### src/rtl/md_pkg.sv
// Shared types for the molecular-dynamics position read path.
package md_pkg;

  localparam int PID_W           = 8;
  localparam int MEM_LATENCY_DEF = 2;

  typedef logic [PID_W-1:0] particle_id_t;

  typedef enum logic [2:0] {
    IDLE,
    READ_NUM,
    WAIT_NUM,
    LOAD_REF,
    SWEEP,
    NEXT_REF,
    DONE
  } rd_state_e;

endpackage

### src/rtl/pos_read_lat_timer.sv
// Cache-latency wait: loads a cycle count and reports expiry when it reaches zero.
module pos_read_lat_timer (
  input  logic       clk,
  input  logic       rst_n,
  input  logic       load_i,
  input  logic [2:0] val_i,
  output logic       expired_o
);

  logic [2:0] cnt_q;

  // Down-counter that parks at zero until reloaded.
  always_ff @(posedge clk or negedge rst_n) begin
    if (!rst_n)              cnt_q <= 3'd0;
    else if (load_i)         cnt_q <= val_i;
    else if (cnt_q != 3'd0)  cnt_q <= cnt_q - 3'd1;
  end

  assign expired_o = (cnt_q == 3'd0);

endmodule

### src/rtl/pos_read_ctrl.sv
// Position-cache read sequencer: fetches a cell's particle count, then walks
// reference/neighbour particle pairs, issuing one cache read per cycle.
module pos_read_ctrl
  import md_pkg::*;
#(
  parameter int ID_WIDTH    = PID_W,
  parameter int MEM_LATENCY = MEM_LATENCY_DEF
) (
  input  logic                clk,
  input  logic                rst_n,
  input  logic                start,
  input  logic                phase_cfg,
  input  logic                back_pressure,
  input  logic [ID_WIDTH-1:0] rd_data_count,
  input  logic                reading_done,
  output logic                rd_en,
  output logic [ID_WIDTH-1:0] rd_addr,
  output logic                phase,
  output logic                reading_particle_num,
  output logic [ID_WIDTH-1:0] ref_id,
  output logic [ID_WIDTH-1:0] particle_id,
  output logic [ID_WIDTH-1:0] ref_particle_count,
  output logic                busy,
  output logic                done
);

  // READ_NUM counts as the first latency cycle, so WAIT_NUM lasts MEM_LATENCY cycles.
  localparam logic [2:0]          LAT_LOAD = 3'(MEM_LATENCY - 1);
  localparam logic [ID_WIDTH:0]   ONE_X    = (ID_WIDTH+1)'(1);

  rd_state_e           state_q;
  logic [ID_WIDTH-1:0] ref_id_q, pid_q, cnt_q;
  logic                phase_q;
  logic                lat_exp;

  // One extra bit keeps id+1 from wrapping when count is at its maximum.
  logic [ID_WIDTH:0] ref_inc, pid_inc, cnt_x;
  logic              sweep_empty, sweep_rd;

  assign ref_inc     = {1'b0, ref_id_q} + ONE_X;
  assign pid_inc     = {1'b0, pid_q} + ONE_X;
  assign cnt_x       = {1'b0, cnt_q};
  assign sweep_empty = ({1'b0, pid_q} >= cnt_x);
  assign sweep_rd    = (state_q == SWEEP) && !reading_done && !sweep_empty && !back_pressure;

  pos_read_lat_timer u_lat (
    .clk       (clk),
    .rst_n     (rst_n),
    .load_i    (state_q == READ_NUM),
    .val_i     (LAT_LOAD),
    .expired_o (lat_exp)
  );

  // Read strobe/address decode; back_pressure and abort must gate reads in the same cycle.
  always_comb begin
    rd_en   = 1'b0;
    rd_addr = '0;
    unique case (state_q)
      READ_NUM: rd_en = 1'b1;
      LOAD_REF: begin
        rd_en   = !reading_done;
        rd_addr = ref_inc[ID_WIDTH-1:0];
      end
      SWEEP: begin
        rd_en   = sweep_rd;
        rd_addr = sweep_rd ? pid_inc[ID_WIDTH-1:0] : '0;
      end
      default: ;
    endcase
  end

  assign reading_particle_num = (state_q == READ_NUM) || (state_q == WAIT_NUM);
  assign busy                 = (state_q != IDLE);
  assign done                 = (state_q == DONE);
  assign phase                = phase_q;
  assign ref_id               = ref_id_q;
  assign particle_id          = pid_q;
  assign ref_particle_count   = cnt_q;

  // Cell sequencing FSM with its id/count registers.
  always_ff @(posedge clk or negedge rst_n) begin
    if (!rst_n) begin
      state_q  <= IDLE;
      ref_id_q <= '0;
      pid_q    <= '0;
      cnt_q    <= '0;
      phase_q  <= 1'b0;
    end else begin
      unique case (state_q)
        IDLE: if (start) begin
          phase_q  <= phase_cfg;
          ref_id_q <= '0;
          pid_q    <= '0;
          cnt_q    <= '0;
          state_q  <= READ_NUM;
        end
        READ_NUM: state_q <= WAIT_NUM;
        WAIT_NUM: if (lat_exp) begin
          cnt_q   <= rd_data_count;
          state_q <= (rd_data_count == '0) ? DONE : LOAD_REF;
        end
        LOAD_REF: begin
          if (reading_done) state_q <= DONE;
          else begin
            pid_q   <= phase_q ? '0 : ref_inc[ID_WIDTH-1:0];
            state_q <= SWEEP;
          end
        end
        SWEEP: begin
          if (reading_done)      state_q <= DONE;
          else if (sweep_empty)  state_q <= NEXT_REF;
          else if (!back_pressure) begin
            pid_q <= pid_inc[ID_WIDTH-1:0];
            if (pid_inc == cnt_x) state_q <= NEXT_REF;
          end
        end
        NEXT_REF: begin
          if (reading_done) state_q <= DONE;
          else begin
            ref_id_q <= ref_inc[ID_WIDTH-1:0];
            state_q  <= (ref_inc == cnt_x) ? DONE : LOAD_REF;
          end
        end
        DONE:    state_q <= IDLE;
        default: state_q <= IDLE;
      endcase
    end
  end

endmodule

### config.mk
export PLATFORM = sky130hd
export DESIGN_NAME = pos_read_ctrl
export DESIGN_NICKNAME = d
export VERILOG_FILES = /design/src/rtl/md_pkg.sv /design/src/rtl/pos_read_lat_timer.sv /design/src/rtl/pos_read_ctrl.sv
export SDC_FILE = /design/constraint.sdc
export NUM_CORES = 1
export LEC_CHECK = 0
export ABC_AREA = 1
export BUFFER_PORTS_ARGS = -buffer_cell sky130_fd_sc_hd__buf_2
export CORE_ASPECT_RATIO = 0.75
export CORE_MARGIN = 4
export CORE_UTILIZATION = 33
export DETAILED_ROUTE_END_ITERATION = 16
export PLACE_DENSITY = 0.6
export SLEW_MARGIN = 10
export SYNTH_ARGS = -nofsm -noshare
export SYNTH_HDL_FRONTEND = slang
export SYNTH_SLANG_ARGS = --single-unit
### constraint.sdc
create_clock -name clk -period 2.12 [get_ports clk]
set_input_delay 0.212 -clock clk [delete_from_list [all_inputs] [get_ports clk]]
set_output_delay 0.212 -clock clk [all_outputs]
set_load 0.02 [all_outputs]
==> key figures, run 1 <==
Drt
  – Drt pass-1 iters: 5
  – Drt drc: 0
  – Initial drt markers: 168
  – Wire length per cell: 15.8 um
  – DRT Wirelength: 8.26 mm
  – Via/cell ratio: 5.10
  – Routed vias: 2,664
  – Post-route ant nets: 0

Run
  – Max_cap viols: 0

Min path
  – Hold Crit Class: in2async

Timing
  – Clock skew: 0.00795 ns
  – Worst-Margin Slew: 0.761 ns
  – Slew Limit Fails: 0
  – Slew headroom: 49.2%
  – RSZ-0062 raised after global routing: yes
  – Fin. Hold Viols: 16
  – FMAX: 434 MHz
  – Final worst-path setup slack: -0.184 ns
  – Tmin final: 2.30 ns
  – Setup violations, final: 9
  – Hold_ws: -0.0127 ns
  – Final period utilization: 109%

Clock network
  – Clock Tree Buf Depth: 2
  – Clock Sinks: 31
  – Reg clk slew, reported paths: 0.07 ns
  – CTS tree: built
  – Worst skew pair latency: 0.29 ns
  – CTS root buffer: clkbuf_8
  – CTS Buf Count: 5
  – Htree depth: 2
  – Post-CTS Hold Fix Bufs: 0

Setup path
  – CP Class: reg2out
  – Crit path max fanout: 5
  – Startpoint Class: flip-flop
  – Critical Path Start: particle_id[4]$_DFFE_PN0P_
  – Crit end category: output pin
  – Data arrival time of the worst path: 2.09 ns
  – Worst r2r src: particle_id[1]$_DFFE_PN0P_
  – CP Data Required Time: 1.91 ns

Yosys
  – Syn_nets: 363
  – Mapped Area: 2350 um2
  – Syn Area/Cell: 6.96 um2
  – EDFF count, synth: 0
  – Yosys reg bits: 31
  – Sequential fraction of the synthesis area: 33.1%
  – Yosys warning count: 0
  – Ys flop type: dfrtp_1
  – Async SR Flop Fraction: 100%
  – Cell variety after synth: 34
  – Syn Inst Count: 337

Final layout
  – Filler instances: 732
  – Commonest non-fill, non-tap cell in the layout: nand2_1
  – Synth-to-layout area growth: 40.7%
  – Layout cells sized above 1: 37.0%
  – Post-layout nets: 449
  – Most frequent cells in the layout: 88 x nand2_1, 41 x buf_2, 38 x nand3_1
  – Antenna cells: 0
  – Final Non-Filler Cells: 522
  – Post-route cell area: 3300 um2

Global route
  – Vias in the first global route: 2,632
  – M3 GR Usage: 4.13%
  – Top Usage Layer GRT: met2
  – Grt met1 use: 28.5%
  – Met2 Usage GRT: 29.6%
  – Largest net degree at the start of global routing: 32
  – First-pass GRT wire length: 13.2 mm
  – Total track usage: 19.6%
  – Antenna violations before repair: 0
  – Total grt overflow: 0

Run status
  – Failing checks: hold timing, setup timing
  – Status: complete, but fails checks

Floorplan
  – Total core area: 6860 um2
  – IO Pins: 51
  – Die Y: 81.0 um
  – Die width: 105 um
  – Die area: 8540 um2
  – Starting Density: 34.2%
  – Number of cell rows: 26

Placed design
  – Placed Area: 2890 um2
  – DP Cell Count: 508
  – Hpwl dp: 6.09 mm
  – Port bufs: 50
  – Gpl congestion: 0.857

Power
  – Peak supply drop: 0.837 mV
  – Power per Cell Area: 1160 nW/um2
  – Leak pwr: 1.63 nW
[through the flow]
stage	setup TNS [ns]	utilization, %	power, mW	setup WS, ns
after CTS	-1.44	45.5	3.59	-0.184
final	-1.20	48.1	3.84	-0.184
after floorplan	-1.03	-	2.24	-0.128
after detailed placement	-0.338	42.0	2.91	-0.0793
after global routing	-2.03	48.1	4.12	-0.280
after global placement	0	42.0	2.87	0.0343
[per-layer routing]
layer,vias to the layer above,part of all wire (%)
met5,-,0
met4,0,0.65
met1,1257,48
met2,101,43
li1,1299,-
met3,7,7.8
[Yosys cell counts, types with 4 or more instances]
cell | number | area share (%)
nand4_1 | 7 | 1.9
o21ai_0 | 19 | 4.1
nand2_1 | 92 | 15
o21ai_2 | 7 | 2.6
a21oi_1 | 9 | 1.9
ha_1 | 12 | 6.4
nand2_2 | 9 | 2.4
inv_2 | 4 | 0.64
inv_1 | 46 | 7.4
nand3_1 | 39 | 8.3
dfrtp_1 | 31 | 33
o22ai_1 | 18 | 4.8
nor2_1 | 20 | 3.2
[registers in the layout, indices dropped and copies added (netlist names)]
register	flops
phase	1
u_lat.cnt_q	3
state_q	3
particle_id	8
ref_id	8
ref_particle_count	8
[power by group]
part / total (mW) / internal (mW) / switching [mW]
Combinational: 2.39 / 0.915 / 1.47
Sequential: 0.902 / 0.745 / 0.157
Clock: 0.545 / 0.297 / 0.248
[area by class of cell]
class | instances | area [um2] | area share (%)
timing repair buffer | 81 | 536 | 16.2
clock buffer | 8 | 100 | 3.03
tap | 98 | 123 | 3.71
sequential | 31 | 776 | 23.5
inverter | 51 | 194 | 5.88
multi-input combinational | 253 | 1570 | 47.6
[path summary, 6_finish.rpt]
| check | endpoint | slack (ns) | cells after the start |
|---|---|---|---|
| hold / removal | particle_id[5]$_DFFE_PN0P_ | -0.01 | 1 |
| setup / recovery | rd_addr[1] | -0.18 | 9 |
| min in group clk | phase$_DFFE_PN0P_ | 0.17 | 2 |
| max in group asynchronous | state_q[1]$_DFFE_PN0P_ | 1.64 | 1 |
| hold reg to reg | u_lat.cnt_q[2]$_DFFE_PN0P_ | 0.48 | 1 |
| setup reg to reg | state_q[0]$_DFFE_PN0P_ | 0.13 | 12 |
[worst max-delay path, stage by stage (launching register included)]
cell,delay (ns)
dfrtp_1,0.44
ha_4,0.26
nand2_1,0.08
nor2_2,0.04
nand4_1,0.12
o2111ai_4,0.16
nor2_4,0.21
nand2_4,0.15
o21ai_4,0.19
buf_6,0.14
[logic make-up after synthesis]
family / count (synthesis) / synth area share [%]
buffers and inverters: 54 / 9.49
adders and majority gates: 12 / 6.40
AOI/OAI and AO/OA: 61 / 15.9
DFF: 31 / 33.1
and+or+nand+nor: 178 / 34.6
muxes: 1 / 0.480
[what timing repair did]
action                     4_1_cts  5_1_grt
setup endpoints to repair        9       11
pin swaps                        7       15
hold endpoints to repair         0        0
gates resized for setup         41       35
buffers inserted                 3        2
cloned                           1        0
Power figures use the tool's default switching activity.
==> inputs of run 2 (changes only) <==
--- a/config.mk
+++ b/config.mk
@@ -7,11 +7,13 @@
 export LEC_CHECK = 0
 export ABC_AREA = 1
 export BUFFER_PORTS_ARGS = -buffer_cell sky130_fd_sc_hd__buf_2
+export CELL_PAD_IN_SITES_DETAIL_PLACEMENT = 0
+export CELL_PAD_IN_SITES_GLOBAL_PLACEMENT = 2
 export CORE_ASPECT_RATIO = 0.75
 export CORE_MARGIN = 4
-export CORE_UTILIZATION = 33
+export CORE_UTILIZATION = 30
 export DETAILED_ROUTE_END_ITERATION = 16
-export PLACE_DENSITY = 0.6
+export PLACE_DENSITY = 0.87
 export SLEW_MARGIN = 10
 export SYNTH_ARGS = -nofsm -noshare
 export SYNTH_HDL_FRONTEND = slang
==> run 2 against run 1 <==
Net effect: the run still ends with hold timing, setup timing left; via count decreased by 0.75%; final cell count increased by 1.3%; worst setup slack gained 0.025 ns; die area is 9.1% higher; utilization fell by 3.6 points; sequential power shrank 0.7%; power shrank 1.2%; combinational power decreased by 2%; highest routed layer unchanged.
==> key figures, run 2 (synthesis results as in run 1) <==
Run status
  – Status: complete, but fails checks (unchanged)
  – Failing checks: hold timing, setup timing (unchanged)

Drt
  – Post-route ant nets: 0 (unchanged)
  – Initial drt markers: 167 (was 168)
  – Drt drc: 0 (unchanged)
  – DRT Wirelength: 8.28 mm (was 8.26 mm)
  – Drt pass-1 iters: 5 (unchanged)
  – Via/cell ratio: 5.00 (was 5.10)
  – Routed vias: 2,644 (was 2,664)
  – Wire length per cell: 15.6 um (was 15.8 um)

Setup path
  – Crit end category: output pin (unchanged)
  – CP Class: reg2out (unchanged)
  – Crit path max fanout: 5 (unchanged)
  – CP Data Required Time: 1.91 ns (about the same)
  – R2R depth: 13 (was 12)
  – Startpoint Class: flip-flop (unchanged)
  – Data arrival time of the worst path: 2.07 ns (was 2.09 ns)
  – Internal reg-to-reg setup slack: 0.04 ns (was 0.13 ns)

Final layout
  – Antenna cells: 0 (unchanged)
  – Synth-to-layout area growth: 41.7% (was 40.7%)
  – Commonest non-fill, non-tap cell in the layout: nand2_1 (unchanged)
  – Post-layout nets: 453 (was 449)
  – Post-route cell area: 3320 um2 (was 3300 um2)
  – Final Non-Filler Cells: 529 (was 522)
  – Final core occ: 44.5% (was 48.1%)
  – Most frequent cells in the layout: 87 x nand2_1, 41 x buf_2, 39 x inv_1, 39 x nand3_1, 35 x buf_4 (was 88 x nand2_1, 41 x buf_2, 38 x nand3_1)
  – Layout cells sized above 1: 36.4% (was 37.0%)

Clock network
  – Clock Sinks: 31 (unchanged)
  – CTS Buf Count: 5 (unchanged)
  – Reg clk slew, reported paths: 0.07 ns (about the same)
  – Worst skew pair latency: 0.28 ns (was 0.29 ns)
  – Clock Tree Buf Depth: 2 (unchanged)
  – Htree depth: 2 (unchanged)
  – CTS root buffer: clkbuf_8 (unchanged)
  – CTS tree: built (unchanged)
  – Post-CTS Hold Fix Bufs: 0 (unchanged)

Timing
  – Slew headroom: 49.2% (about the same)
  – Final worst-path setup slack: -0.159 ns (was -0.184 ns)
  – Clock skew: 0.00433 ns (was 0.00795 ns)
  – Slew Limit Fails: 0 (unchanged)
  – RSZ-0062 raised after global routing: yes (unchanged)
  – Setup TNS: -1.11 ns (was -1.20 ns)
  – Final period utilization: 108% (was 109%)
  – Fin. Hold Viols: 5 (was 16)
  – FMAX: 439 MHz (was 434 MHz)
  – Hold_ws: -0.00513 ns (was -0.0127 ns)
  – Setup violations, final: 9 (unchanged)
  – Worst-Margin Slew: 0.762 ns (was 0.761 ns)
  – Tmin final: 2.28 ns (was 2.30 ns)

Min path
  – Hold Crit Class: in2async (unchanged)

Global route
  – Largest net degree at the start of global routing: 32 (unchanged)
  – Total grt overflow: 0 (unchanged)
  – Vias in the first global route: 2,451 (was 2,632)
  – Antenna violations before repair: 0 (unchanged)
  – Total track usage: 17.7% (was 19.6%)
  – First-pass GRT wire length: 12.8 mm (was 13.2 mm)

Placed design
  – Setup WS pre-CTS: -0.0632 ns (was -0.0793 ns)
  – Gpl congestion: 0.869 (was 0.857)
  – Hpwl dp: 6.44 mm (was 6.09 mm)
  – Placed Area: 2930 um2 (was 2890 um2)
  – Port bufs: 50 (unchanged)
  – DP Cell Count: 516 (was 508)

Run
  – Max_cap viols: 0 (unchanged)

Power
  – Power per Cell Area: 1140 nW/um2 (was 1160 nW/um2)
  – Leak pwr: 1.65 nW (was 1.63 nW)
  – Total power: 3.79 mW (was 3.84 mW)
  – Peak supply drop: 0.657 mV (was 0.837 mV)

Floorplan
  – IO Pins: 51 (unchanged)
  – Number of cell rows: 27 (was 26)
  – Die Y: 84.6 um (was 81.0 um)
  – Total core area: 7470 um2 (was 6860 um2)
  – Starting Density: 31.4% (was 34.2%)
  – Die width: 110 um (was 105 um)
  – Die area: 9310 um2 (was 8540 um2)
-- run 2: cell types whose count changed in the layout (fill, tap and decap cells not counted), moves of 2 or more --
cell	previous run	this run
nor2_1	16	18
inv_1	37	39
inv_2	13	11
nand2_2	11	13
buf_4	32	35
-- run 2: critical path, cell delays in order (launching register included) --
cell,delay [ns]
dfrtp_1,0.40
ha_1,0.31
nand2_2,0.08
nor2_2,0.04
nand4_1,0.14
o2111ai_4,0.15
nor2_4,0.20
nand2_4,0.15
o21ai_2,0.17
buf_6,0.13
-- run 2: worst paths after layout --
check	from	end
min reg2reg	u_lat.cnt_q[2]$_DFFE_PN0P_	u_lat.cnt_q[2]$_DFFE_PN0P_
min in group clk	phase_cfg	phase$_DFFE_PN0P_
min	rst_n	ref_id[5]$_DFFE_PN0P_
max in group asynchronous	rst_n	particle_id[4]$_DFFE_PN0P_
max reg2reg	particle_id[1]$_DFFE_PN0P_	state_q[0]$_DFFE_PN0P_
max	particle_id[4]$_DFFE_PN0P_	rd_addr[4]
-- run 2: what timing repair did --
item                                    4_1_cts  5_1_grt
endpoints found under the setup margin        9       11
hold endpoints to repair                      0        0
pin swaps                                     4       18
resized for setup                            43       27
gates cloned                                  1        0
buffers inserted                              1        3
-- run 2: layout make-up --
cell class              instances  area (um2)
fillers                       768        4140
multi-input cells             253        1560
clock buffers                   8         100
well taps                     101         126
flip-flops and latches         31         776
repair buffers                 85         569
inverters                      51         194
-- run 2: routing by layer --
| layer | GRT usage [%] | part of all wire (%) |
|---|---|---|
| met5 | 0 | 0 |
| met4 | 2.91 | 0.92 |
| met3 | 3.23 | 6.8 |
| met2 | 26.7 | 43 |
| met1 | 26.5 | 49 |
-- run 2: power by group --
group,switching (mW),internal (mW)
Combinational,1.44,0.914
Sequential,0.151,0.744
Clock,0.243,0.297
Total,1.83,1.96
==> inputs of run 3 (changes only) <==
--- a/config.mk
+++ b/config.mk
@@ -8,12 +8,12 @@
 export ABC_AREA = 1
 export BUFFER_PORTS_ARGS = -buffer_cell sky130_fd_sc_hd__buf_2
 export CELL_PAD_IN_SITES_DETAIL_PLACEMENT = 0
-export CELL_PAD_IN_SITES_GLOBAL_PLACEMENT = 2
+export CELL_PAD_IN_SITES_GLOBAL_PLACEMENT = 1
 export CORE_ASPECT_RATIO = 0.75
 export CORE_MARGIN = 4
-export CORE_UTILIZATION = 30
+export CORE_UTILIZATION = 33
 export DETAILED_ROUTE_END_ITERATION = 16
-export PLACE_DENSITY = 0.87
+export PLACE_DENSITY = 0.77
 export SLEW_MARGIN = 10
 export SYNTH_ARGS = -nofsm -noshare
 export SYNTH_HDL_FRONTEND = slang
==> run 3 against run 2 <==
Net effect: the flow finishes with violations (setup timing); critical path depth is the same; hold slack gained 0.16 ns; clock-buffer cell count shrank 2; via count grew 0.76%; sequential power grew 0.6%; critical path type unchanged; largest cell class unchanged; largest power group unchanged.
==> key figures, run 3 (synthesis results as in run 1) <==
Placed design
  – Placed Area: 2880 um2 (was 2930 um2)
  – Gpl congestion: 0.826 (was 0.869)
  – Port bufs: 50 (unchanged)
  – Hpwl dp: 6.21 mm (was 6.44 mm)
  – Setup WS pre-CTS: -0.0901 ns (was -0.0632 ns)

Setup path
  – R2R depth: 12 (was 13)
  – CP Data Required Time: 1.91 ns (about the same)
  – Startpoint Class: flip-flop (unchanged)
  – Buffers and inverters on the worst path: 2 (was 1)
  – Data arrival time of the worst path: 2.07 ns (about the same)
  – CP Class: reg2out (unchanged)
  – Slowest-stage cell, CP: dfrtp_1 (unchanged)
  – Slowest cell delay on critical path: 0.40 ns (about the same)
  – Critical path depth: 9 (unchanged)
  – Crit path max fanout: 5 (unchanged)
  – Crit-path leading delay family: simple AND/OR/NAND/NOR gates (unchanged)
  – Crit end category: output pin (unchanged)
  – CP Cell Sequence: ha_1 -> nand2_1 -> inv_1 -> nand4_1 -> o2111ai_4 -> nor2_4 -> nand2_4 -> o21ai_4 -> buf_6 (was ha_1 -> nand2_2 -> nor2_2 -> nand4_1 -> o2111ai_4 -> nor2_4 -> nand2_4 -> o21ai_2 -> buf_6)

Global route
  – Grt met1 use: 28.4% (was 26.5%)
  – Largest net degree at the start of global routing: 32 (unchanged)
  – Antenna violations before repair: 0 (unchanged)
  – M3 GR Usage: 3.65% (was 3.23%)
  – Met2 Usage GRT: 28.3% (was 26.7%)
  – Vias in the first global route: 2,497 (was 2,451)
  – Total track usage: 19.0% (was 17.7%)
  – First-pass GRT wire length: 12.7 mm (was 12.8 mm)
  – Top Usage Layer GRT: met1 (was met2)
  – Total grt overflow: 0 (unchanged)

Clock network
  – CTS Buf Count: 5 (unchanged)
  – Clock Sinks: 31 (unchanged)
  – CTS root buffer: clkbuf_8 (unchanged)
  – CTS tree: built (unchanged)
  – Reg clk slew, reported paths: 0.07 ns (about the same)
  – Htree depth: 2 (unchanged)
  – Worst skew pair latency: 0.29 ns (was 0.28 ns)
  – Clock Tree Buf Depth: 2 (unchanged)

Drt
  – Wire length per cell: 15.4 um (was 15.6 um)
  – Drt pass-1 iters: 4 (was 5)
  – DRT Wirelength: 8.06 mm (was 8.28 mm)
  – Drt drc: 0 (unchanged)
  – Routed vias: 2,664 (was 2,644)
  – Post-route ant nets: 0 (unchanged)
  – Via/cell ratio: 5.07 (was 5.00)
  – Initial drt markers: 159 (was 167)

Timing
  – Slew Limit Fails: 0 (unchanged)
  – FMAX: 438 MHz (was 439 MHz)
  – Fin. Hold Viols: 0 (was 5)
  – Clock skew: 0.00466 ns (was 0.00433 ns)
  – RSZ-0062 raised after global routing: yes (unchanged)
  – Setup violations, final: 9 (unchanged)
  – Final worst-path setup slack: -0.164 ns (was -0.159 ns)
  – Worst-Margin Slew: 0.747 ns (was 0.762 ns)
  – Slew headroom: 50.2% (was 49.2%)
  – Tmin final: 2.28 ns (about the same)
  – Final period utilization: 108% (about the same)
  – Hold_ws: 0.156 ns (was -0.00513 ns)

Run status
  – Failing checks: setup timing (was hold timing, setup timing)
  – Status: complete, but fails checks (unchanged)

Final layout
  – Post-route cell area: 3350 um2 (was 3320 um2)
  – Filler instances: 687 (was 768)
  – Antenna cells: 0 (unchanged)
  – Most frequent cells in the layout: 86 x nand2_1, 41 x buf_2, 38 x nand3_1 (was 87 x nand2_1, 41 x buf_2, 39 x inv_1, 39 x nand3_1, 35 x buf_4)
  – Synth-to-layout area growth: 42.8% (was 41.7%)
  – Post-layout nets: 452 (was 453)
  – Commonest non-fill, non-tap cell in the layout: nand2_1 (unchanged)
  – Final core occ: 48.8% (was 44.5%)
  – Layout cells sized above 1: 38.4% (was 36.4%)

Floorplan
  – Number of cell rows: 26 (was 27)
  – Starting Density: 34.2% (was 31.4%)
  – Die area: 8540 um2 (was 9310 um2)
  – Die Y: 81.0 um (was 84.6 um)
  – IO Pins: 51 (unchanged)
  – Die width: 105 um (was 110 um)
  – Total core area: 6860 um2 (was 7470 um2)

Power
  – Peak supply drop: 0.728 mV (was 0.657 mV)
  – Power per Cell Area: 1180 nW/um2 (was 1140 nW/um2)
  – Total power: 3.96 mW (was 3.79 mW)
  – Leak pwr: 1.65 nW (about the same)

Min path
  – Hold-critical path depth: 2
  – Hold Crit Class: in2reg (was in2async)

Run
  – Max_cap viols: 0 (unchanged)
==> run 3: cell count changes in the layout (fill, tap and decap cells not counted), sizes merged <==
cell and change:
dlygate4sd3 +1, clkinv +1, clkbuf -2, bufinv +1, buf -2
==> run 3: area by class of cell <==
type / count / area, um2 / share of cell area (%)
clock buffers: 6 / 82.6 / 2.46
clock inverters: 2 / 35.0 / 1.05
well taps: 98 / 123 / 3.66
flip-flops and latches: 31 / 777 / 23.2
repair buffers: 84 / 557 / 16.6
inverters: 51 / 194 / 5.79
multi-input cells: 253 / 1580 / 47.2
==> run 3: report_power, final <==
| group | internal (mW) | switching [mW] |
|---|---|---|
| clock | 0.380 | 0.243 |
| combinational | 0.943 | 1.49 |
| sequential | 0.746 | 0.155 |
==> run 3: stage by stage <==
stage | setup TNS (ns) | std cells
2_1_floorplan | -1.03 | 337
3_3_place_gp | -0.0187 | 507
3_5_place_dp | -0.301 | 507
4_1_cts | -1.10 | 522
5_1_grt | -1.90 | 525
6_report | -1.05 | 525
==> run 3: worst reg2reg max path, cell delays in order (launching register included) <==
cell and delay [ns]:
dfrtp_1 0.42, buf_6 0.15, ha_4 0.27, inv_2 0.06
nand2_2 0.05, nand3_2 0.07, nor2_2 0.11, nand4_1 0.11
nor2_2 0.18, nand4_1 0.23, a21oi_2 0.22, inv_1 0.05
nor2_1 0.09
==> run 3: routing by layer <==
layer,vias up,part of all wire (%)
met2,85,42
met1,1256,50
met3,6,7.0
met4,0,0.97
li1,1317,-
met5,-,0
==> run 3: final timing paths <==
kind | from | slack, ns | to
setup / recovery | particle_id[2]$_DFFE_PN0P_ | -0.16 | rd_addr[0]
hold / removal | phase_cfg | 0.16 | phase$_DFFE_PN0P_
setup reg to reg | particle_id[1]$_DFFE_PN0P_ | 0.05 | state_q[0]$_DFFE_PN0P_
hold reg to reg | u_lat.cnt_q[2]$_DFFE_PN0P_ | 0.48 | u_lat.cnt_q[2]$_DFFE_PN0P_
max in group asynchronous | rst_n | 1.06 | particle_id[0]$_DFFE_PN0P_
min in group asynchronous | rst_n | 0.53 | ref_id[7]$_DFFE_PN0P_
==> run 3: what timing repair did <==
action / in CTS / in global routing
cloned: 1 / 0
hold buffers: 1 / 0
gates resized for setup: 57 / 21
setup endpoints to repair: 9 / 11
pin swaps: 13 / 19
buffers inserted: 5 / 4
endpoints found under the hold margin: 4 / 0
